<file path="config.mk">
export PLATFORM = sky130hd
export DESIGN_NAME = avr_cpu_muldiv_seq_flat
export DESIGN_NICKNAME = d
export VERILOG_FILES = /design/src/rtl/avr_cpu_muldiv_seq_if.sv /design/src/rtl/avr_cpu_muldiv_seq.sv /design/src/flat_wrapper.sv
export SDC_FILE = /design/constraint.sdc
export NUM_CORES = 1
export LEC_CHECK = 0
export CORE_ASPECT_RATIO = 1.25
export CORE_MARGIN = 2
export CORE_UTILIZATION = 50
export CTS_CLUSTER_SIZE = 25
export DETAILED_ROUTE_END_ITERATION = 8
export GPL_TIMING_DRIVEN = 0
export PLACE_DENSITY_LB_ADDON = 0.2
export SETUP_SLACK_MARGIN = 0.05
export SYNTH_ARGS = -nofsm -noshare
export SYNTH_HDL_FRONTEND = slang
export SYNTH_SLANG_ARGS = --single-unit
</file>
<file path="constraint.sdc">
create_clock -name clk -period 3.1 [get_ports clk]
set_input_delay 0.775 -clock clk [delete_from_list [all_inputs] [get_ports clk]]
set_output_delay 0.775 -clock clk [all_outputs]
set_load 0.1 [all_outputs]
</file>
<file path="src/rtl/avr_cpu_muldiv_seq_if.sv">
// Handshake and operand bundle between the AVR sequencer and the iterative multiplier.
interface avr_cpu_muldiv_seq_if #(parameter int WIDTH = 8);
  logic                 start;
  logic                 abort;
  logic [2:0]           opcode;
  logic [WIDTH-1:0]     d_in;
  logic [WIDTH-1:0]     r_in;
  logic [7:0]           status_in;
  logic                 busy;
  logic                 done;
  logic [2*WIDTH-1:0]   result;
  logic [7:0]           status_out;

  modport master (
    output start, abort, opcode, d_in, r_in, status_in,
    input  busy, done, result, status_out
  );

  modport slave (
    input  start, abort, opcode, d_in, r_in, status_in,
    output busy, done, result, status_out
  );
endinterface

</file>
<file path="src/rtl/avr_cpu_muldiv_seq.sv">
// Iterative MUL/MULS/MULSU/FMUL/FMULS/FMULSU; done WIDTH/BITS_PER_CYCLE+2 cycles after accept.
// No stalls inside: start is ignored while busy, abort cancels without producing done.
module avr_cpu_muldiv_seq #(
  parameter int WIDTH          = 8,
  parameter int BITS_PER_CYCLE = 1
) (
  input logic                 clk,
  input logic                 rst_n,
  avr_cpu_muldiv_seq_if.slave bus
);
  localparam int W   = WIDTH;
  localparam int B   = BITS_PER_CYCLE;
  localparam int N   = W / B;
  localparam int CW  = $clog2(N + 1);
  localparam int PW  = W + B;
  localparam int PRW = 2 * W;
  localparam int AW  = 2 * W + B;

  typedef enum logic [1:0] {IDLE, LOAD, RUN, FIX} state_t;

  state_t           state, state_nxt;
  logic [2:0]       op_q;
  logic [7:0]       st_q, sta_q, sta_fix;
  logic [W-1:0]     d_q, r_q, mag_d, mag_r;
  logic             sd, sr, neg_q;
  logic [AW-1:0]    acc, acc_step;
  logic [PW-1:0]    partial, sum;
  logic [PRW-1:0]   prod, res_fix, res_q;
  logic [CW-1:0]    cnt;
  logic             accept, busy_c, done_c;

  // Datapath: magnitudes, one shift-add step, and the sign/fraction fix-up.
  always_comb begin
    sd       = ((op_q[1:0] == 2'b01) || (op_q[1:0] == 2'b10)) && d_q[W-1];
    sr       = (op_q[1:0] == 2'b01) && r_q[W-1];
    mag_d    = sd ? (~d_q + W'(1)) : d_q;
    mag_r    = sr ? (~r_q + W'(1)) : r_q;
    partial  = PW'(d_q) * PW'(acc[B-1:0]);
    sum      = acc[AW-1:W] + partial;
    acc_step = {sum, acc[W-1:0]} >> B;
    prod     = neg_q ? (~acc[PRW-1:0] + PRW'(1)) : acc[PRW-1:0];
    res_fix  = op_q[2] ? {prod[PRW-2:0], 1'b0} : prod;
    // Only C and Z are rewritten; the rest of SREG passes through untouched.
    sta_fix  = (st_q & 8'hFC) | {6'b0, (res_fix == '0), prod[PRW-1]};
  end

  always_comb begin
    state_nxt = state;
    busy_c    = (state != IDLE);
    done_c    = 1'b0;
    accept    = 1'b0;
    unique case (state)
      IDLE: begin
        if (bus.start && !bus.abort) begin
          state_nxt = LOAD;
          accept    = 1'b1;
        end
      end
      LOAD: state_nxt = bus.abort ? IDLE : RUN;
      RUN: begin
        if (bus.abort)
          state_nxt = IDLE;
        else if (cnt == CW'(1))
          state_nxt = FIX;
      end
      FIX: begin
        state_nxt = IDLE;
        done_c    = !bus.abort;
      end
      default: state_nxt = IDLE;
    endcase
  end

  always_ff @(posedge clk or negedge rst_n) begin
    if (!rst_n)
      state <= IDLE;
    else
      state <= state_nxt;
  end

  always_ff @(posedge clk or negedge rst_n) begin
    if (!rst_n) begin
      op_q  <= '0;
      st_q  <= '0;
      d_q   <= '0;
      r_q   <= '0;
      neg_q <= 1'b0;
      acc   <= '0;
      cnt   <= '0;
      res_q <= '0;
      sta_q <= '0;
    end else begin
      if (accept) begin
        op_q <= bus.opcode;
        st_q <= bus.status_in;
        d_q  <= bus.d_in;
        r_q  <= bus.r_in;
      end
      // d_q is reused to hold |d| for the rest of the operation.
      if (state == LOAD) begin
        d_q   <= mag_d;
        acc   <= AW'(mag_r);
        neg_q <= sd ^ sr;
        cnt   <= CW'(N);
      end
      if (state == RUN) begin
        acc <= acc_step;
        cnt <= cnt - CW'(1);
      end
      if (done_c) begin
        res_q <= res_fix;
        sta_q <= sta_fix;
      end
    end
  end

  assign bus.busy       = busy_c;
  assign bus.done       = done_c;
  assign bus.result     = done_c ? res_fix : res_q;
  assign bus.status_out = done_c ? sta_fix : sta_q;
endmodule
</file>
<file path="src/flat_wrapper.sv">
// flat-port wrapper written by rule: the top's interface ports become plain ports
module avr_cpu_muldiv_seq_flat 
#(
  parameter int WIDTH          = 8,
  parameter int BITS_PER_CYCLE = 1
)
  (clk, rst_n, bus_start, bus_abort, bus_opcode, bus_d_in, bus_r_in, bus_status_in, bus_busy, bus_done, bus_result, bus_status_out);
  avr_cpu_muldiv_seq_if #(.WIDTH(WIDTH)) bus_i ();
  input logic clk;
  input logic rst_n;
  input wire logic [$bits(bus_i.start)-1:0] bus_start;
  input wire logic [$bits(bus_i.abort)-1:0] bus_abort;
  input wire logic [$bits(bus_i.opcode)-1:0] bus_opcode;
  input wire logic [$bits(bus_i.d_in)-1:0] bus_d_in;
  input wire logic [$bits(bus_i.r_in)-1:0] bus_r_in;
  input wire logic [$bits(bus_i.status_in)-1:0] bus_status_in;
  output wire logic [$bits(bus_i.busy)-1:0] bus_busy;
  output wire logic [$bits(bus_i.done)-1:0] bus_done;
  output wire logic [$bits(bus_i.result)-1:0] bus_result;
  output wire logic [$bits(bus_i.status_out)-1:0] bus_status_out;
  assign bus_i.start = bus_start;
  assign bus_i.abort = bus_abort;
  assign bus_i.opcode = bus_opcode;
  assign bus_i.d_in = bus_d_in;
  assign bus_i.r_in = bus_r_in;
  assign bus_i.status_in = bus_status_in;
  assign bus_busy = bus_i.busy;
  assign bus_done = bus_i.done;
  assign bus_result = bus_i.result;
  assign bus_status_out = bus_i.status_out;
  avr_cpu_muldiv_seq #(.WIDTH(WIDTH), .BITS_PER_CYCLE(BITS_PER_CYCLE)) u_core (.clk(clk), .rst_n(rst_n), .bus(bus_i));
endmodule
</file>
# [Word level (Yosys, flattened, before mapping)]
# Index checks and enable logic that the tools add are counted.
[totals] register_bits=75 inputBits=31 out_inout_bits=26
[classes] add_sub_neg=5 mul=1 n_eq_ne=9 n_mux=20 n_bitwise=5 reduce_logical=12
[op_table] op="two-way mux 16 bit" n=3
[op_table] op="two-way mux 8 bit" n=5
[op_table] op="two-way mux 17 bit" n=2
[op_table] op="adder 16 x 1 -> 16 bit (second input constant)" n=1
[op_table] op="adder 8 x 1 -> 8 bit (second input constant)" n=2
[op_table] op="zero test 16 bit" n=1
[op_table] op="inverter 16 bit" n=1
[op_table] op="inverter 8 bit" n=2
[op_table] op="adder 9 bit" n=1
[op_table] op="multiplier 8 x 1 -> 9 bit" n=1
[op_table] op="two-way mux 2 bit" n=4
[op_table] op="two-way mux 4 bit" n=2
[op_table] op="bitwise OR 8 x 2 -> 8 bit" n=1
[op_table] op="case mux 2 bit (4 select lines)" n=1
[op_table] op="equality test 2 bit (second input constant)" n=3
[op_table] op="nonzero test 2 bit" n=3
[op_table] op="equality test 2 x 1 -> 1 bit (second input constant)" n=2
[op_table] op="equality test 4 x 1 -> 1 bit (second input constant)" n=1
[op_table] op="!= test 2 x 1 -> 1 bit (second input constant)" n=2
[op_table] op="AND reduction 2 bit" n=2
[op_table] op="subtractor 4 x 1 -> 4 bit (second input constant)" n=1
[op_table] op="logical AND 1 bit" n=3
[op_table] op="two-way mux 1 bit" n=3
[op_table] op="!= test 3 x 2 -> 1 bit (second input constant)" n=1
[op_table] op="4 further kinds" n=4

# [Longest topological paths before layout]
# Gate-level depths: netlist (run 1).
[depth] depth_word=7 depth_mapped=12

# [Worst setup path before layout (run 1)]
# OpenSTA, ideal clock, no wires.
[synth_timing] path_type="register to output" from="register u_core.acc[0]" to="output bus_result[5]" t_arrival_ns=3.953 required_ns=2.325 setup_slack_ns=-1.628 path_stages_with_launch=10 cell_sequence="dfrtp_1 -> clkbuf_1 -> inv_1 -> ha_1 -> nand2b_1 -> clkbuf_1 -> o21ai_0 -> xnor2_1 -> nor2_1 -> o31ai_1"
[synth_via] elab_chain_len=5
[synth_rtl] item="start: declaration" line="avr_cpu_muldiv_seq.sv:26" rtl="logic [AW-1:0] acc, acc_step;"
[synth_rtl] item="start signal: assignment" line="avr_cpu_muldiv_seq.sv:102" rtl="acc <= AW'(mag_r);"
[synth_rtl] item="start signal: assignment" line="avr_cpu_muldiv_seq.sv:107" rtl="acc <= acc_step;"
[synth_rtl] item="inverter 16 bit" line="avr_cpu_muldiv_seq.sv:41" rtl="prod = neg_q ? (~acc[PRW-1:0] + PRW'(1)) : acc[PRW-1:0];"
[synth_rtl] item="adder 16 x 1 -> 16 bit" line="avr_cpu_muldiv_seq.sv:41"
[synth_rtl] item="two-way mux 16 bit" line="avr_cpu_muldiv_seq.sv:41"
[synth_rtl] item="two-way mux 16 bit" line="avr_cpu_muldiv_seq.sv:42" rtl="res_fix = op_q[2] ? {prod[PRW-2:0], 1'b0} : prod;"
[synth_rtl] item="two-way mux 16 bit" line="avr_cpu_muldiv_seq.sv:119" rtl="assign bus.result = done_c ? res_fix : res_q;"
[synth_rtl] item="end: declaration" line="flat_wrapper.sv:19" rtl="output wire logic [$bits(bus_i.result)-1:0] bus_result;"
# No other way between the ends.

# [Final worst setup path (run 1)]
[layout_timing] from="register u_core.acc[9]" to="output bus_status_out[1]"
[layout_via] elab_chain_len=7
[layout_rtl] item="inverter 16 bit" line="avr_cpu_muldiv_seq.sv:41"
[layout_rtl] item="adder 16 x 1 -> 16 bit" line="avr_cpu_muldiv_seq.sv:41"
[layout_rtl] item="two-way mux 16 bit *" line="avr_cpu_muldiv_seq.sv:41"
[layout_rtl] item="two-way mux 16 bit *" line="avr_cpu_muldiv_seq.sv:42"
[layout_rtl] item="zero test 16 bit *" line="avr_cpu_muldiv_seq.sv:44" rtl="sta_fix = (st_q & 8'hFC) | {6'b0, (res_fix == '0), prod[PRW-1]};"
[layout_rtl] item="bitwise OR 8 x 2 -> 8 bit *" line="avr_cpu_muldiv_seq.sv:44"
[layout_rtl] item="two-way mux 8 bit *" line="avr_cpu_muldiv_seq.sv:120" rtl="assign bus.status_out = done_c ? sta_fix : sta_q;"
[layout_rtl] item="end: declaration" line="flat_wrapper.sv:20" rtl="output wire logic [$bits(bus_i.status_out)-1:0] bus_status_out;"
# Every way passes the cells marked *; elsewhere a longest branch is shown, timed or not.

==> metrics.md, run 1 <==
| Metric | Value |
|---|---|
| Status | `finished, violations left` |
| Failing checks | `negative setup slack` |
| WP buf/inv | `1` |
| Die area | `9470 µm²` |
| Register area share after synthesis | `0.414` |
| Clock transition at path regs | `0.09 ns` |
| Number of diodes | `0` |
| Biggest cell delay along the critical path | `0.58 ns` |
| Antenna violations before repair | `0` |
| Setup-failing EPs final | `13` |
| Starting DRC count in detailed routing | `309` |
| Vias in the first global route | `3980` |
| Fin crit share | `1.17` |
| Worst path cell trace | `or4_4, or3_4, o31ai_4, xnor2_2, nand4_1, o21ai_4, buf_12` |
| Design area | `6330 µm²` |
| Fin. Hold Viols | `0` |
| Post-Synthesis Cells | `504` |
| Routed Antenna Nets | `0` |
| Maximum Capacitance Violations | `0` |
| Setup Skew | `0.0134 ns` |
| Std-Cell Rows | `38` |
| Hold Path Class | `reg2reg` |
| Gpl congestion | `0.886` |
| Mapped Area | `4350 µm²` |
| Input/output buffers | `54` |
| Core area | `8560 µm²` |
| DR vias | `4106` |
| Top_reg_cell synth | `dfrtp_1` |
| Tmin final | `3.63 ns` |
| CP Launch Type | `flop` |
| Chip width | `87.4 µm` |
| Largest net degree at the start of global routing | `73` |
| CTS root buf | `clkbuf_8` |
| Synth-to-Final Area Change | `45.6%` |
| Worst setup margin | `-0.531 ns` |
| CTS tree | `done` |
| Worst-path maximum fanout | `4` |
| Setup crit end kind | `output pin` |
| Post-Layout Cell Count | `704` |
| Type of the worst setup path | `reg2out` |
| RSZ-0062 raised after global routing | `true` |
| CP delay by family, top | `simple AND/OR/NAND/NOR gates` |
| Relative slew slack | `0.369` |
| DRT Pass-1 Iters | `5` |
| Inst Count DP | `658` |
| Gr ovfl total | `0` |
| DR DRC count | `0` |
| DR WL/cell | `17.8 µm` |
| Share of layout cells above drive strength 1 | `0.301` |
| Max frequency | `275 MHz` |
| Post-synth cell types | `52` |
| Number of flops mapped to enable cells by yosys | `0` |
| Number of synthesis warnings | `0` |
| Die Ht | `108 µm` |
| Syn_area_per_cell | `8.63 µm²` |
| # hold bufs at CTS | `0` |
| Total CTS buffers | `9` |
| First-pass GRT wire length | `18500 µm` |
| IO Pins | `57` |
| Tot GR Track Use | `0.252` |
| CTS sink cnt | `72` |
| Hpwl dp | `7920 µm` |
| Mapped Nets | `555` |
| Initial Util | `0.508` |
| Max H-tree Level | `3` |
| Share of flip-flops with an asynchronous set or reset | `1.00` |
| Routed vias/inst | `5.83` |
| Nets | `650` |
| Post-DP Area | `5300 µm²` |
| WP data arrival | `2.86 ns` |
| Max Slew Vio Count | `0` |
| Clk buf depth | `2` |
| Worst skew pair latency | `0.37 ns` |
| Worst-path cell with the longest stage delay | `or4_4` |
| Worst-margin pin slew | `0.951 ns` |
| Critical path data required time | `2.32 ns` |
| Detailed Route WL | `12500 µm` |
| Synthesis-stage register bit count | `72` |
[Yosys cell counts, drive strengths merged, types with 3 or more instances]
library cell	instances	area, µm²
o21ai	45	225
a22oi	3	22.5
nand2b	9	56.3
or4	3	26.3
or2	3	18.8
inv	33	124
clkbuf	28	105
a31oi	4	25.0
nor2	37	139
buf	4	31.3
o31ai	8	60.1
or3	4	25.0
xor2	6	52.6
o41ai	5	58.8
dfrtp	72	1800
mux2	16	184
nor3	13	65.1
a21oi	28	140
o32ai	5	43.8
mux2i	6	60.1
xnor2	20	175
o22ai	8	50.1
nand3	7	35.0
ha	19	238
and2	5	31.3
nand2	85	319
[flip-flops by register name, indices dropped and copies added, names as in the netlist]
| signal | cells |
|---|---|
| u_core.op_q | 3 |
| u_core.cnt | 4 |
| u_core.acc | 16 |
| u_core.res_q | 16 |
| u_core.r_q | 8 |
| u_core.neg_q | 1 |
| u_core.state | 2 |
| u_core.sta_q | 8 |
| u_core.d_q | 8 |
| u_core.st_q | 6 |
[logic make-up after synthesis]
kind of cell | count (synthesis) | synth area share
DFF | 72 | 0.414
muxes | 22 | 0.0561
AOI/OAI and AO/OA | 120 | 0.173
adders and majority gates | 20 | 0.0592
xor gates and xnor gates | 26 | 0.0523
and+or+nand+nor | 179 | 0.185
buffers and inverters | 65 | 0.0598
[final cells by class]
cell class,instances,area (µm²)
Multi-Input combinational cell,367,2800
Fill cell,607,2220
Sequential cell,72,1810
Timing Repair Buffer,89,1010
Buffer,27,244
Clock buffer,10,138
Inverter,33,135
Tap cell,100,125
Clock inverter,6,72.6
[metrics by stage]
stage | utilization | setup slack (ns) | TNS (ns) | hold WS, ns
2_1_floorplan | - | -0.160 | -0.171 | 0.442
3_3_place_gp | 0.619 | -1.58 | -119.23 | 0.453
3_5_place_dp | 0.619 | -1.61 | -33.91 | 0.463
4_1_cts | 0.694 | -0.431 | -3.79 | 0.484
5_1_grt | 0.740 | -0.581 | -4.51 | 0.516
6_report | 0.740 | -0.531 | -3.60 | 0.481
[repair_timing]
action                     in CTS  in global routing
cloned                          1                  0
pin swaps                      13                 21
setup endpoints to repair      26                 24
gates resized for setup       240                 65
setup buffers                  11                 23
[cell usage in the layout (no fill, tap or decap), types with 4 or more instances in the layout]
master           Yosys  final
clkbuf_8             0     11
nand3_1              7      7
o32ai_1              5      5
inv_6                0      4
and2_1               5      5
clkdlybuf4s50_1      0     27
buf_12               0     19
mux2_2              15     12
mux2_4               1      4
nor2_1              37     33
xnor2_1             20     11
dfrtp_1             72     67
ha_1                19     18
buf_6                2      9
a31oi_1              4      4
xnor2_2              0      8
nand2b_1             9      7
o22ai_1              8      8
o31ai_4              0      5
buf_4                0     35
o21ai_0             44     26
o21ai_2              0      6
nor2_2               0      4
xor2_1               6      5
nor3_1              13     11
mux2i_1              6      5
dfrtp_2              0      5
a21oi_1             28     21
buf_8                0      4
clkbuf_1            28     12
nand2_1             85     84
inv_1               33     31
a21oi_2              0      7
o21ai_4              0     11
[worst paths after layout]
check,from,to,slack [ns],cells past startpoint
min in group asynchronous,rst_n,u_core.res_q[4]$_DFF_PN0_,0.54,1
max,u_core.acc[9]$_DFFE_PN0P_,bus_status_out[1],-0.53,7
max in group asynchronous,rst_n,u_core.neg_q$_DFFE_PN0P_,1.89,1
min reg2reg,u_core.st_q[7]$_DFFE_PN0P_,u_core.st_q[7]$_DFFE_PN0P_,0.48,2
min,u_core.st_q[7]$_DFFE_PN0P_,u_core.st_q[7]$_DFFE_PN0P_,0.48,2
max reg2reg,u_core.acc[0]$_DFFE_PN0P_,u_core.acc[15]$_DFFE_PN0P_,0.45,13
[layer usage]
metal / vias up / part of all wire / GRT usage
met2: 147 / 0.53 / 0.463
met1: 1978 / 0.38 / 0.284
met3: 50 / 0.053 / 0.0542
met4: 0 / 0.038 / 0.0824
met5: - / 0 / 0
li1: 1931 / - / -
[worst register-to-register path: cells and delay by family, from the launching register on]
kind / cells / cell delay, ns
simple gates: 2 / 0.28
compound gates: 5 / 0.99
fa+ha+maj: 2 / 0.56
buf+inv: 4 / 0.39
flops: 1 / 0.37
Power of run 1 is left out: the tool's default activity adds up to more than one toggle a clock period on the data nets, which glitch-free logic cannot reach.
==> run 2: changes to the inputs <==
--- a/config.mk
+++ b/config.mk
@@ -11,8 +11,10 @@
 export CTS_CLUSTER_SIZE = 25
 export DETAILED_ROUTE_END_ITERATION = 8
 export GPL_TIMING_DRIVEN = 0
+export MAX_ROUTING_LAYER = met4
 export PLACE_DENSITY_LB_ADDON = 0.2
 export SETUP_SLACK_MARGIN = 0.05
+export SLEW_MARGIN = 20
 export SYNTH_ARGS = -nofsm -noshare
 export SYNTH_HDL_FRONTEND = slang
 export SYNTH_SLANG_ARGS = --single-unit
==> run 2 against run 1 <==
Against the previous run:
- the flow still finishes with violations (negative setup slack)
- hold slack got worse by 0.18 ns
- wire length down 4.9%
- clock skew decreased by 0.0036 ns
==> metrics.md, run 2 (synthesized netlist as in run 1, its figures left out) <==
| Metric | Value |
|---|---|
| Clk buf depth | `2 (unchanged)` |
| CP delay by family, top | `multiplexers` |
| DRT Pass-1 Iters | `8 (+3)` |
| Max frequency | `278 MHz (+1.1%)` |
| Failing checks | `negative setup slack` |
| WP data arrival | `2.82 ns (-0.04 ns)` |
| Number of diodes | `0 (unchanged)` |
| Status | `finished, violations left` |
| Fin. Hold Viols | `0 (unchanged)` |
| DR WL/cell | `17.1 µm (-3.8%)` |
| Worst-path cell with the longest stage delay | `or4_4` |
| CTS root buf | `clkbuf_8` |
| Biggest cell delay along the critical path | `0.51 ns (-0.07 ns)` |
| CTS tree | `done` |
| CP Launch Type | `flop` |
| CP most frequent cell | `mux2_4` |
| IO Pins | `57 (unchanged)` |
| Commonest non-fill, non-tap cell in the layout | `nand2_1` |
| Top Registers | `u_core.acc (16), u_core.res_q (16)` |
| Fin crit share | `1.16 (-0.0126)` |
| Pre-CTS setup slack | `-1.55 ns (+0.0559 ns)` |
| Maximum Capacitance Violations | `0 (unchanged)` |
| Most frequent cells in the layout | `85 x nand2_1, 67 x dfrtp_1, 33 x nor2_1, 33 x buf_4, 31 x inv_1` |
| Routed Antenna Nets | `0 (unchanged)` |
| Nets | `643 (-1.1%)` |
| Initial Util | `0.508 (unchanged)` |
| Max H-tree Level | `3 (unchanged)` |
| # hold bufs at CTS | `0 (unchanged)` |
| Worst-margin pin slew | `0.951 ns (+0.000337 ns)` |
| Post-Layout Cell Count | `696 (-1.1%)` |
| Worst-path maximum fanout | `7 (+3)` |
| Chip width | `87.4 µm (unchanged)` |
| Die area | `9470 µm² (unchanged)` |
| Hpwl dp | `8210 µm (+3.6%)` |
| Clock transition at path regs | `0.08 ns (about the same)` |
| Std-Cell Rows | `38 (unchanged)` |
| Worst path cell trace | `buf_6, or4_4, buf_8, o41ai_4, xnor2_2, mux2_4, mux2_4, buf_12` |
| Die Ht | `108 µm (unchanged)` |
| Tot GR Track Use | `0.267 (+0.0157)` |
| Core area | `8560 µm² (unchanged)` |
| Total CTS buffers | `9 (unchanged)` |
| First-pass GRT wire length | `19000 µm (+2.7%)` |
| CTS sink cnt | `72 (unchanged)` |
| WP buf/inv | `3 (+2)` |
| Vias in the first global route | `4089 (+2.7%)` |
| Setup-failing EPs final | `12 (-1)` |
| Setup crit end kind | `output pin` |
| Gr ovfl total | `0 (unchanged)` |
| Worst setup margin | `-0.492 ns (+0.0391 ns)` |
| Max Slew Vio Count | `0 (unchanged)` |
| Tmin final | `3.59 ns (-0.0391 ns)` |
| RSZ-0062 raised after global routing | `true` |
| Hold Path Class | `in2async` |
| Detailed Route WL | `11900 µm (-4.9%)` |
| Inst Count DP | `659 (+0.15%)` |
| Routed vias/inst | `5.78 (-0.82%)` |
| Relative slew slack | `0.368 (about the same)` |
| Starting DRC count in detailed routing | `191 (-38%)` |
| Worst skew pair latency | `0.37 ns (about the same)` |
| Antenna violations before repair | `0 (unchanged)` |
| Type of the worst setup path | `reg2out` |
| DR DRC count | `0 (unchanged)` |
| Input/output buffers | `54 (unchanged)` |
| Largest net degree at the start of global routing | `50 (-32%)` |
| Share of layout cells above drive strength 1 | `0.292 (-0.00938)` |
| Synth-to-Final Area Change | `44.2%` |
| DR vias | `4026 (-1.9%)` |
| TNS Setup | `-3.03 ns (+0.570 ns)` |
| Setup Skew | `0.00974 ns (-0.00363 ns)` |
| Gpl congestion | `0.932 (+5.2%)` |
| Critical path data required time | `2.32 ns (about the same)` |
run 2: cell types whose count changed in the layout (fill, tap and decap cells not counted), sizes merged:
| cell | previous run | this run |
|---|---|---|
| buf | 69 | 61 |
| clkdlybuf4s50 | 27 | 26 |
| clkinv | 0 | 2 |
| dlymetal6s2s | 0 | 1 |
| clkbuf | 28 | 29 |
| inv | 36 | 33 |
run 2: what timing repair did:
action	4_1_cts	5_1_grt
gates cloned	1	0
setup endpoints to repair	26	24
pin swaps	17	27
hold endpoints to repair	0	0
gates resized for setup	262	36
buffers inserted	9	18
run 2: final cells by class:
type | instances | area (µm²)
Buffer | 28 | 254
Clock buffer | 10 | 138
Clock inverter | 5 | 56.3
Fill cell | 613 | 2290
Inverter | 33 | 133
Multi-Input combinational cell | 367 | 2830
Sequential cell | 72 | 1810
Tap cell | 100 | 125
Timing Repair Buffer | 81 | 927
run 2: through the flow:
| step | area, µm² | utilization | hold WS, ns |
|---|---|---|---|
| finish | 6270 | 0.733 | 0.305 |
| floorplan | 4630 | - | 0.442 |
| global placement | 5300 | 0.619 | 0.453 |
| CTS | 6040 | 0.705 | 0.313 |
| global route | 6270 | 0.733 | 0.334 |
| detailed placement | 5320 | 0.622 | 0.463 |
run 2: routing by layer:
metal  track usage  routed length [µm]  up-vias
met5             -                   0        -
met3        0.0458                 386       39
li1              -                   -     1911
met1         0.293                4760     1961
met4         0.140                 456        0
met2         0.459                6320      115
run 2: final timing paths:
path                                                    to                  startpoint  slack [ns]  cells past startpoint
min in group clk                u_core.st_q[7]$_DFFE_PN0P_  u_core.st_q[7]$_DFFE_PN0P_        0.48                      2
worst max-delay path                        bus_result[13]   u_core.acc[5]$_DFFE_PN0P_       -0.49                      8
max in group asynchronous         u_core.neg_q$_DFFE_PN0P_                       rst_n        2.24                      2
worst min register to register  u_core.st_q[7]$_DFFE_PN0P_  u_core.st_q[7]$_DFFE_PN0P_        0.48                      2
worst max register to register  u_core.acc[13]$_DFFE_PN0P_   u_core.acc[0]$_DFFE_PN0P_        0.42                     13
worst min-delay path             u_core.res_q[7]$_DFF_PN0_                       rst_n        0.31                      1
Power of run 2 is left out for the same reason.
